<file path="src/rtl/regfile_wb_arbiter.sv">
// Writeback arbiter: round-robin merge of two writeback requesters onto one
// register-file write port, with a pending-write scoreboard and stall counter.
module regfile_wb_arbiter (
    input  logic        clk,
    input  logic        rst,
    input  logic        a_valid,
    input  logic [4:0]  a_addr,
    input  logic [31:0] a_data,
    output logic        a_ready,
    input  logic        b_valid,
    input  logic [4:0]  b_addr,
    input  logic [31:0] b_data,
    output logic        b_ready,
    input  logic        issue_valid,
    input  logic [4:0]  issue_addr,
    output logic [31:0] busy,
    output logic        rf_we,
    output logic [4:0]  rf_waddr,
    output logic [31:0] rf_wdata,
    output logic [15:0] stall_cnt
);

    typedef enum logic {
        GR_A = 1'b0,
        GR_B = 1'b1
    } grant_e;

    grant_e      last_q, last_d;
    logic        we_q, we_d;
    logic [4:0]  waddr_q, waddr_d;
    logic [31:0] wdata_q, wdata_d;
    logic [31:0] busy_q, busy_d;
    logic [15:0] cnt_q, cnt_d;

    logic        pick_a, pick_b;
    logic        hs_a, hs_b, hs;
    logic [4:0]  hs_addr;
    logic [31:0] hs_data;
    logic        contend;

    // On a tie the requester that did not win the last handshake goes next.
    always_comb begin
        pick_a = 1'b0;
        pick_b = 1'b0;
        if (!rst) begin
            if (a_valid && b_valid) begin
                pick_a = (last_q == GR_B);
                pick_b = (last_q == GR_A);
            end else begin
                pick_a = a_valid;
                pick_b = b_valid;
            end
        end
    end

    assign a_ready = pick_a;
    assign b_ready = pick_b;

    assign hs_a    = a_valid & pick_a;
    assign hs_b    = b_valid & pick_b;
    assign hs      = hs_a | hs_b;
    assign hs_addr = hs_a ? a_addr : b_addr;
    assign hs_data = hs_a ? a_data : b_data;
    assign contend = a_valid & b_valid & ~rst;

    always_comb begin
        last_d  = last_q;
        we_d    = 1'b0;
        waddr_d = waddr_q;
        wdata_d = wdata_q;
        busy_d  = busy_q;
        cnt_d   = cnt_q;

        if (hs_a) begin
            last_d = GR_A;
        end else if (hs_b) begin
            last_d = GR_B;
        end

        if (hs) begin
            we_d    = (hs_addr != 5'd0);
            waddr_d = hs_addr;
            wdata_d = hs_data;
        end

        // Clear first so a same-cycle issue to that register keeps it busy.
        if (hs && hs_addr != 5'd0) begin
            busy_d[hs_addr] = 1'b0;
        end
        if (issue_valid && issue_addr != 5'd0) begin
            busy_d[issue_addr] = 1'b1;
        end
        busy_d[0] = 1'b0;

        if (contend && cnt_q != 16'hFFFF) begin
            cnt_d = cnt_q + 16'd1;
        end
    end

    always_ff @(posedge clk) begin
        if (rst) begin
            last_q  <= GR_B;
            we_q    <= 1'b0;
            waddr_q <= 5'd0;
            wdata_q <= 32'd0;
            busy_q  <= 32'd0;
            cnt_q   <= 16'd0;
        end else begin
            last_q  <= last_d;
            we_q    <= we_d;
            waddr_q <= waddr_d;
            wdata_q <= wdata_d;
            busy_q  <= busy_d;
            cnt_q   <= cnt_d;
        end
    end

    // Reset also masks outputs in the cycle it is raised, killing a write
    // registered from the previous cycle's handshake.
    assign rf_we     = we_q & ~rst;
    assign rf_waddr  = rst ? 5'd0  : waddr_q;
    assign rf_wdata  = rst ? 32'd0 : wdata_q;
    assign busy      = rst ? 32'd0 : busy_q;
    assign stall_cnt = rst ? 16'd0 : cnt_q;

endmodule

</file>
<file path="config.mk">
export PLATFORM = sky130hd
export DESIGN_NAME = regfile_wb_arbiter
export DESIGN_NICKNAME = d
export VERILOG_FILES = /design/src/rtl/regfile_wb_arbiter.sv
export SDC_FILE = /design/constraint.sdc
export NUM_CORES = 1
export LEC_CHECK = 0
export ABC_AREA = 1
export CAP_MARGIN = 20
export CORE_MARGIN = 2
export CORE_UTILIZATION = 40
export CTS_CLUSTER_DIAMETER = 80
export DETAILED_ROUTE_END_ITERATION = 8
export GPL_TIMING_DRIVEN = 0
export PLACE_DENSITY = 0.72
export SYNTH_ARGS = -nofsm -noshare
export SYNTH_HDL_FRONTEND = slang
export SYNTH_SLANG_ARGS = --single-unit
</file>
<file path="constraint.sdc">
create_clock -name clk -period 1.8 [get_ports clk]
set_input_delay 0.36 -clock clk [delete_from_list [all_inputs] [get_ports clk]]
set_output_delay 0.36 -clock clk [all_outputs]
set_load 0.005 [all_outputs]
</file>
Word level (Yosys, flattened, before mapping)
Cells that the tools add are included.
{"block": "classes", "eq_ne": 1, "addsub": 1, "n_div": 0, "muxes": 18, "multipliers": 0, "n_lt_le_gt_ge": 4, "n_shift": 0, "n_reduce_logical": 10, "bitwise_logic": 12}
{"operator": "$mux 32", "count": 5}
{"operator": "$and 32x32->32", "count": 1}
{"operator": "$not 32->32", "count": 1}
{"operator": "$or 32x32->32", "count": 1}
{"operator": "$add 16x1->16 const B", "count": 1}
{"operator": "$mux 16", "count": 1}
{"operator": "$ne 16x16->1 const B", "count": 1}
{"operator": "$lt 5x6->1 const B", "count": 2}
{"operator": "$demux 1 s5", "count": 2}
{"operator": "$ge 5x1->1 const B", "count": 2}
{"operator": "$mux 5", "count": 2}
{"operator": "$reduce_bool 5->1", "count": 2}
{"operator": "$mux 1", "count": 8}
{"operator": "$logic_and 1x1->1", "count": 6}
{"operator": "$and 1x1->1", "count": 5}
{"operator": "$not 1->1", "count": 3}
{"operator": "$reduce_bool 2->1", "count": 1}
{"operator": "$reduce_or 2->1", "count": 1}
{"operator": "$or 1x1->1", "count": 1}
{"block": "totals", "word_cells": 53, "ramBits": 0, "input_bits": 84, "reg_bits": 87, "out_inout_bits": 88, "romBits": 0, "memories": 0, "latch_bits": 0}

Depth between registers and ports, before layout
Gate-level depths: netlist (run 1).
{"block": "depth", "ltp_word": 14, "ltp_mapped": 11, "ltp_nobuf": 11}

Worst setup path after synthesis (run 1)
Ideal clock, no wire load.
{"block": "synth_path", "path_kind": "reg-to-reg", "from": "register cnt_q[1]", "to": "register cnt_q[14]", "path_slack_ns": 0.290, "n_path_buf": 1, "period_less_slack_ns": 1.510, "arrival_time_ns": 1.378, "setup_time_ns": 0.132, "stages_incl_launch_ff": 10, "required_time_ns": 1.668, "path_cell_list": "dfxtp_1 ha_1 nand3_1 nor2_2 nand3_1 nand2_2 inv_2 buf_4 nand2_1 a21oi_1"}
{"block": "synth_between", "elab_chain_cells": 2, "word_cells_on_any_way": 3, "classes_between": "1 x add/sub; 1 x eq/ne; 1 x reduce/logical"}
{"item": "from (decl)", "line": "33", "text": "logic [15:0] cnt_q, cnt_d;"}
{"item": "from (signal assigned)", "line": "114", "text": "cnt_q <= cnt_d;"}
{"item": "branches (longest 2 deep; another with $add 16x1->16)"}
Several ways; the timed one is not identified.
A chain may end at the register's enable or synchronous reset.

Worst setup path after layout (run 1)
{"block": "layout_path", "from": "input rst", "to": "output busy[1]"}
{"block": "layout_between", "elab_chain_cells": 1}
{"item": "from (decl)", "line": "5", "text": "input logic rst,"}
{"item": "$mux 32", "line": "123", "text": "assign busy = rst ? 32'd0 : busy_q;"}
{"item": "to (decl)", "line": "16", "text": "output logic [31:0] busy,"}
No other way between the ends.

==> results_dict.tcl, run 1 <==
set metrics [dict create \
    dr.pass1.iters 4 \
    cts_buffers 9 \
    portBuffers 169 \
    avgSynthCellArea_um2 6.36 \
    cp_top_family "buffers and inverters" \
    r2r_end "cnt_q[5]" \
    drv_slew 0 \
    irDropWorstVdd_v 0.000355 \
    antenna_found_initial 0 \
    worst_path_max_delay_cell "clkdlybuf4s50_1" \
    crit_chain "buf_6 -> buf_2 -> nor2_2 -> clkdlybuf4s50_1" \
    worstMarginPinSlew_ns 0.508 \
    synth_edf_count 0 \
    internal_power_uw 3380 \
    ant_nets 0 \
    synth-main-ff-cell "dfxtp_1" \
    ys_warn_count 0 \
    cp.arrival_ns 1.40 \
    period_minus_slack_ns 1.76 \
    io_pins 172 \
    die_y_um 114 \
    fin_area_um2 7150 \
    synthCells 764 \
    required_ns 1.44 \
    holdPathStages 2 \
    end_kind "output pin" \
    finalSetupViolCount 0 \
    diodes 0 \
    grtUsageTotal_pct 23.9 \
    overflow 0 \
    pre_cts_ws_ns -0.651 \
    chipWidth_um 114 \
    row_count 40 \
    drcViolationCount 0 \
    r2r-start "cnt_q[0]" \
    r2r_setup_slack_ns 0.09 \
    routed_wl_mm 15.3 \
    finalCritPeriodShare_pct 98.0 \
    clock_latency_ns 0.34 \
    hold_path_end "cnt_q[13]" \
    grt_pass1_wl_mm 24.8 \
    ys_ff_latch 86 \
    root_buffer "clkbuf_16" \
    critPathMaxFanout 10 \
    htreeDepth 3 \
    vias 5194 \
    critical_path_class "in2out" \
    synth_cell_types 31 \
    final_nets 1033 \
    grt_pass1_vias 4989 \
    power_frac_comb_pct 19.5 \
    cap_violations 0 \
    hold_path.class "reg2reg" \
    finalWeightedCongestion 0.899 \
    post-dp-hpwl_mm 11.4 \
    syn_area_um2 4860 \
    setup_ws_ns 0.0358 \
    syn_to_final_growth_pct 47.1 \
    die_area_um2 13100 \
    dpl_cell_area_um2 6740 \
    synth_async_sr_flop_share_pct 0 \
    hp-start "cnt_q[13]" \
    finalClockSkew_ns 0.00634 \
    worst_r2r_path_depth 9 \
    drt-initial-drc-count 317 \
    syn-num-nets 849 \
    coreArea_um2 12000 \
    cts_buffer_depth 2 \
    grt_max_degree 16 \
    leakagePower_uw 0.00342 \
    viasPerCell 4.72 \
    clk_pin_slew_ns 0.06 \
    slew_headroom_pct 66.1 \
    critical_path.startpoint "rst" \
    status "complete, no violations" \
    net-switching-power_uw 1290 \
    drive_gt1_share_pct 11.5 \
    cpPeakStageDelay_ns 0.53 \
    hold_viol_final 0 \
    start_util_pct 40.6 \
    layout_common_cells "nand2_1, inv_1, clkdlybuf4s50_1, nor2_1, dfxtp_1" \
    avgRoutedWirePerCell_um 13.9 \
    p_seq_share_pct 43.5 \
    cts_tree "built" \
    ys_seq_area_share_pct 35.4 \
    start_kind "input port" \
    clock.fmax_mhz 567 \
    pwr-share-clk_pct 37.0 \
    powerDensity_nw_per_um2 654 \
    clock-sinks 86 \
    layout_commonest_cell "nand2_1" \
    power.share.switching_pct 27.6 \
    cp.buffers_inverters 3 \
]
## worst min-delay path, cell delays in order, from the launching register on
cell     delay [ns]
dfxtp_1        0.32
nand2_1        0.06
a21oi_1        0.05
## logic make-up (layout without fill, tap and decap cells)
| logic type | Yosys count | after routing | synth area share [%] |
|---|---|---|---|
| adders and majority gates | 1 | 1 | 0.257 |
| buffers and inverters | 185 | 374 | 16.0 |
| DFF | 86 | 86 | 35.4 |
| other | 1 | 1 | 0.0771 |
| AOI/OAI and AO/OA | 93 | 93 | 11.3 |
| and+or+nand+nor | 387 | 387 | 35.0 |
| xor gates and xnor gates | 11 | 11 | 1.98 |
## flip-flops by register name (all words and copies together) (netlist names)
| name | flops |
|---|---|
| last_q | 1 |
| busy_q | 31 |
| waddr_q | 5 |
| wdata_q | 32 |
| we_q | 1 |
| cnt_q | 16 |
## synth_stat cells, types with 2 or more instances
| master | count | share of area (%) |
|---|---|---|
| a21oi_1 | 18 | 1.9 |
| buf_1 | 3 | 0.23 |
| buf_2 | 14 | 1.4 |
| buf_4 | 4 | 0.62 |
| buf_6 | 6 | 1.4 |
| clkbuf_1 | 8 | 0.62 |
| dfxtp_1 | 86 | 35 |
| inv_1 | 141 | 11 |
| inv_2 | 7 | 0.54 |
| inv_4 | 2 | 0.26 |
| nand2_1 | 171 | 13 |
| nand2_2 | 14 | 1.8 |
| nand2_4 | 6 | 1.4 |
| nand3_1 | 60 | 6.2 |
| nand4_1 | 8 | 1.0 |
| nor2_1 | 110 | 8.5 |
| nor2_2 | 2 | 0.26 |
| nor2_4 | 2 | 0.46 |
| nor3_1 | 9 | 0.93 |
| o211ai_1 | 32 | 4.9 |
| o21ai_0 | 23 | 2.4 |
| o21ai_1 | 19 | 2.0 |
| xor2_1 | 11 | 2.0 |
## metrics by stage
stage / total power, uW / instances / utilization, % / hold WS [ns] / TNS [ns]
final: 4670 / 1100 / 59.8 / 0.486 / 0
after global routing: 4900 / 1100 / 59.8 / 0.506 / -0.0282
after CTS: 4690 / 1099 / 59.3 / 0.484 / 0
after detailed placement: 2970 / 1080 / 56.3 / 0.475 / -42.28
after global placement: 2960 / 1080 / 56.3 / 0.469 / -42.03
after floorplan: 2530 / 764 / - / 0.457 / 0
## power groups by stage
stage,sequential (uW),clock (uW),combinational [uW]
after floorplan,2070,0,468
after global placement,2070,0,888
after detailed placement,2070,0,895
after CTS,2030,1760,903
after global routing,2040,1850,1010
final,2030,1730,910
## metal layers
metal | wire length [um] | track usage [%]
met5 | 0 | 0
met3 | 940 | 4.29
met2 | 7070 | 39.8
met1 | 6900 | 31.1
met4 | 381 | 8.62
## layout make-up
cell class,instances,area [um^2]
fill,1209,4810
multi-input combinational,493,2450
sequential,86,1720
timing repair buffer,174,1660
inverter,150,573
buffer,34,292
clock buffer,12,246
tap,147,184
clock inverter,4,22.5
## worst max-delay path by stage
stage	to	slack (ns)	depth (start not counted)
2_1_floorplan	cnt_q[14]	0.29	9
4_1_cts	busy[27]	0.007	4
5_1_grt	cnt_q[14]	-0.01	9
3_3_place_gp	a_ready	-0.64	8
6_report	busy[1]	0.04	4
3_5_place_dp	a_ready	-0.65	8
## timing repair
| item | in CTS | in global routing |
|---|---|---|
| buffers inserted | 4 | 1 |
| gates resized for setup | 111 | 19 |
| pin swaps | 2 | 1 |
| hold buffers | 0 | 0 |
| endpoints found under the setup margin | 83 | 35 |
No activity file was read; power rests on OpenSTA's default activity.
==> run 2, diff against run 1 <==
--- a/config.mk
+++ b/config.mk
@@ -5,14 +5,13 @@
 export SDC_FILE = /design/constraint.sdc
 export NUM_CORES = 1
 export LEC_CHECK = 0
-export ABC_AREA = 1
-export CAP_MARGIN = 20
 export CORE_MARGIN = 2
 export CORE_UTILIZATION = 40
 export CTS_CLUSTER_DIAMETER = 80
 export DETAILED_ROUTE_END_ITERATION = 8
 export GPL_TIMING_DRIVEN = 0
-export PLACE_DENSITY = 0.72
+export HOLD_SLACK_MARGIN = 0.15
+export PLACE_DENSITY = 0.74
 export SYNTH_ARGS = -nofsm -noshare
 export SYNTH_HDL_FRONTEND = slang
 export SYNTH_SLANG_ARGS = --single-unit
==> results_dict.tcl, run 2 <==
set metrics [dict create \
    status "complete, no violations" \
    cts_tree "built" \
    drv_slew 0 \
    cts_buffer_depth 2 \
    synth-main-ff-cell "dfxtp_1" \
    die_area_um2 12200 \
    syn-num-nets 669 \
    rsz0062_at_grt "yes" \
    grt_pass1_vias 4858 \
    syn_area_um2 4520 \
    internal_power_uw 3480 \
    critical_path.startpoint "rst" \
    antenna_found_initial 0 \
    synth_async_sr_flop_share_pct 0 \
    dr.pass1.iters 7 \
    post-dp-hpwl_mm 11.2 \
    synth_top_area_share_pct 38.1 \
    start_kind "input port" \
    power_frac_comb_pct 19.0 \
    viasPerCell 5.41 \
    finalSetupViolCount 0 \
    clock.fmax_mhz 567 \
    hp-start "a_valid" \
    critPathMaxFanout 8 \
    synth_edf_count 0 \
    portBuffers 170 \
    layout_common_cells "nand2_1, dfxtp_1, clkdlybuf4s50_1, nor2_1, nor2b_1" \
    final_nets 862 \
    ys_ff_latch 86 \
    grt_max_degree 19 \
    largest_reg_flops 32 \
    required_ns 1.44 \
    finalCritPeriodShare_pct 98.0 \
    drcViolationCount 0 \
    synth_top_family_by_area "simple AND/OR/NAND/NOR gates" \
    ys_seq_area_share_pct 38.1 \
    yosys.area.top_type "dfxtp_1" \
    ys_top_cells_by_area "dfxtp_1, nor2b_1, nand2_1" \
    irDropWorstVdd_v 0.000387 \
    dp_cells 894 \
    power.share.switching_pct 26.1 \
    worstMarginPinSlew_ns 0.542 \
    drt-initial-drc-count 363 \
    chipWidth_um 110 \
    die_y_um 110 \
    r2r-start "last_q" \
    cts_buffers 9 \
    worst_path_max_delay_cell "clkdlybuf4s50_1" \
    grt_pass1_wl_mm 23.2 \
    pwr-share-clk_pct 38.0 \
    slew_headroom_pct 63.8 \
    yosys.area_share.simple_pct 34.0 \
    start_util_pct 41.3 \
    synthMuxAreaShare_pct 1.97 \
    ant_nets 0 \
    synth_cell_types 52 \
    grtUsageTotal_pct 24.6 \
    avgRoutedWirePerCell_um 16.9 \
    cp.arrival_ns 1.40 \
    leakagePower_uw 0.00281 \
    cap_violations 0 \
    root_buffer "clkbuf_16" \
    clk_pin_slew_ns 0.06 \
    finalClockSkew_ns 0.00564 \
    diodes 0 \
    synthCells 584 \
    drive_gt1_share_pct 20.2 \
    hold_buffers 0 \
    critical_path_class "in2out" \
    ys_warn_count 0 \
    clock-sinks 86 \
    p_seq_share_pct 43.0 \
    coreArea_um2 10900 \
    crit_chain "buf_4 -> clkbuf_4 -> nand2b_4 -> inv_2 -> clkdlybuf4s50_1" \
    synth_compound_area_share_pct 17.1 \
    fin_cells 922 \
    largest_register "wdata_q" \
    yosys.area_share.adder_pct 0.277 \
    powerDensity_nw_per_um2 666 \
    overflow 0 \
    end_kind "output pin" \
    clock_latency_ns 0.34 \
    syn_to_final_growth_pct 56.5 \
    htreeDepth 3 \
    routed_wl_mm 15.6 \
    finalWeightedCongestion 0.856 \
    hold_viol_final 0 \
    synth_xor_area_share_pct 1.74 \
    fin_util_pct 64.7 \
    hold_path.class "in2reg" \
    avgSynthCellArea_um2 7.74 \
    vias 4988 \
    period_minus_slack_ns 1.76 \
    cpPeakStageDelay_ns 0.49 \
    layout_commonest_cell "nand2_1" \
    top_regs "wdata_q x32, busy_q x31, cnt_q x16" \
    synth.most_common_cell "nand2_1" \
    row_count 38 \
    netlist_top_cells_count "nand2_1, dfxtp_1, nor2_1, nor2b_1, a311oi_1" \
    net-switching-power_uw 1230 \
    io_pins 172 \
]
-- run 2: changes by cell type after synthesis, sizes merged, moves of 33 or more --
cell | before | now
inv | 150 | 27
nand2 | 191 | 89
nor2b | 0 | 69
nand3 | 62 | 9
a311oi | 0 | 34
nor2 | 115 | 82
-- run 2: cell type report --
cell class              count  area (um^2)
fillers                   947         3860
inverters                  27          109
multi-input cells         431         2690
well taps                 140          175
repair buffers            183         1720
clock inverters             4         20.0
clock buffers              12          267
flip-flops and latches     86         1720
plain buffers              39          363
-- run 2: routing by layer --
| metal | wire, um | global-route usage [%] |
|---|---|---|
| met2 | 7620 | 41.3 |
| met3 | 943 | 4.12 |
| met5 | 0 | 0 |
| met4 | 507 | 11.0 |
| met1 | 6500 | 31.0 |
-- run 2: repair_timing --
action	in CTS	in global routing
setup endpoints to repair	171	106
gates resized for setup	262	37
gates cloned	1	1
buffers inserted	10	2
pin swaps	1	4
-- run 2: final timing paths --
check                           depth (start not counted)  slack [ns]    endpoint
worst max-delay path                                    5        0.04    busy[24]
worst min-delay path                                    4        0.42  waddr_q[0]
worst max register to register                          8        0.04   busy_q[8]
worst min register to register                          2        0.49  busy_q[20]
-- run 2: through the flow --
step,power [uW],setup WS [ns],area (um^2),TNS (ns),hold slack [ns]
floorplan,2450,0.170,4520,0,0.436
global placement,2860,-1.46,6390,-158.90,0.450
detailed placement,2880,-1.47,6390,-163.45,0.456
CTS,4680,-0.0590,6930,-0.882,0.483
global route,4900,-0.0283,7070,-0.0712,0.442
finish,4710,0.0356,7070,0,0.417
-- run 2: power groups by stage --
stage	clock network, uW	logic, uW	registers [uW]
global placement	0	798	2060
detailed placement	0	814	2060
CTS	1800	860	2020
global route	1900	966	2030
finish	1790	895	2020
floorplan	0	392	2050
-- run 2: kinds of logic (layout without fill, tap and decap cells) --
group / after synthesis / in the layout
buffers and inverters: 67 / 265
and+or+nand+nor: 310 / 310
AOI/OAI and AO/OA: 103 / 103
adders and majority gates: 1 / 1
muxes: 7 / 7
other: 1 / 1
xor gates and xnor gates: 9 / 9
DFF: 86 / 86
-- run 2: worst max-delay path, delay by kind of cell --
kind                   cells  cell delay [ns]
buffers and inverters      4             0.88
and+or+nand+nor            1             0.15
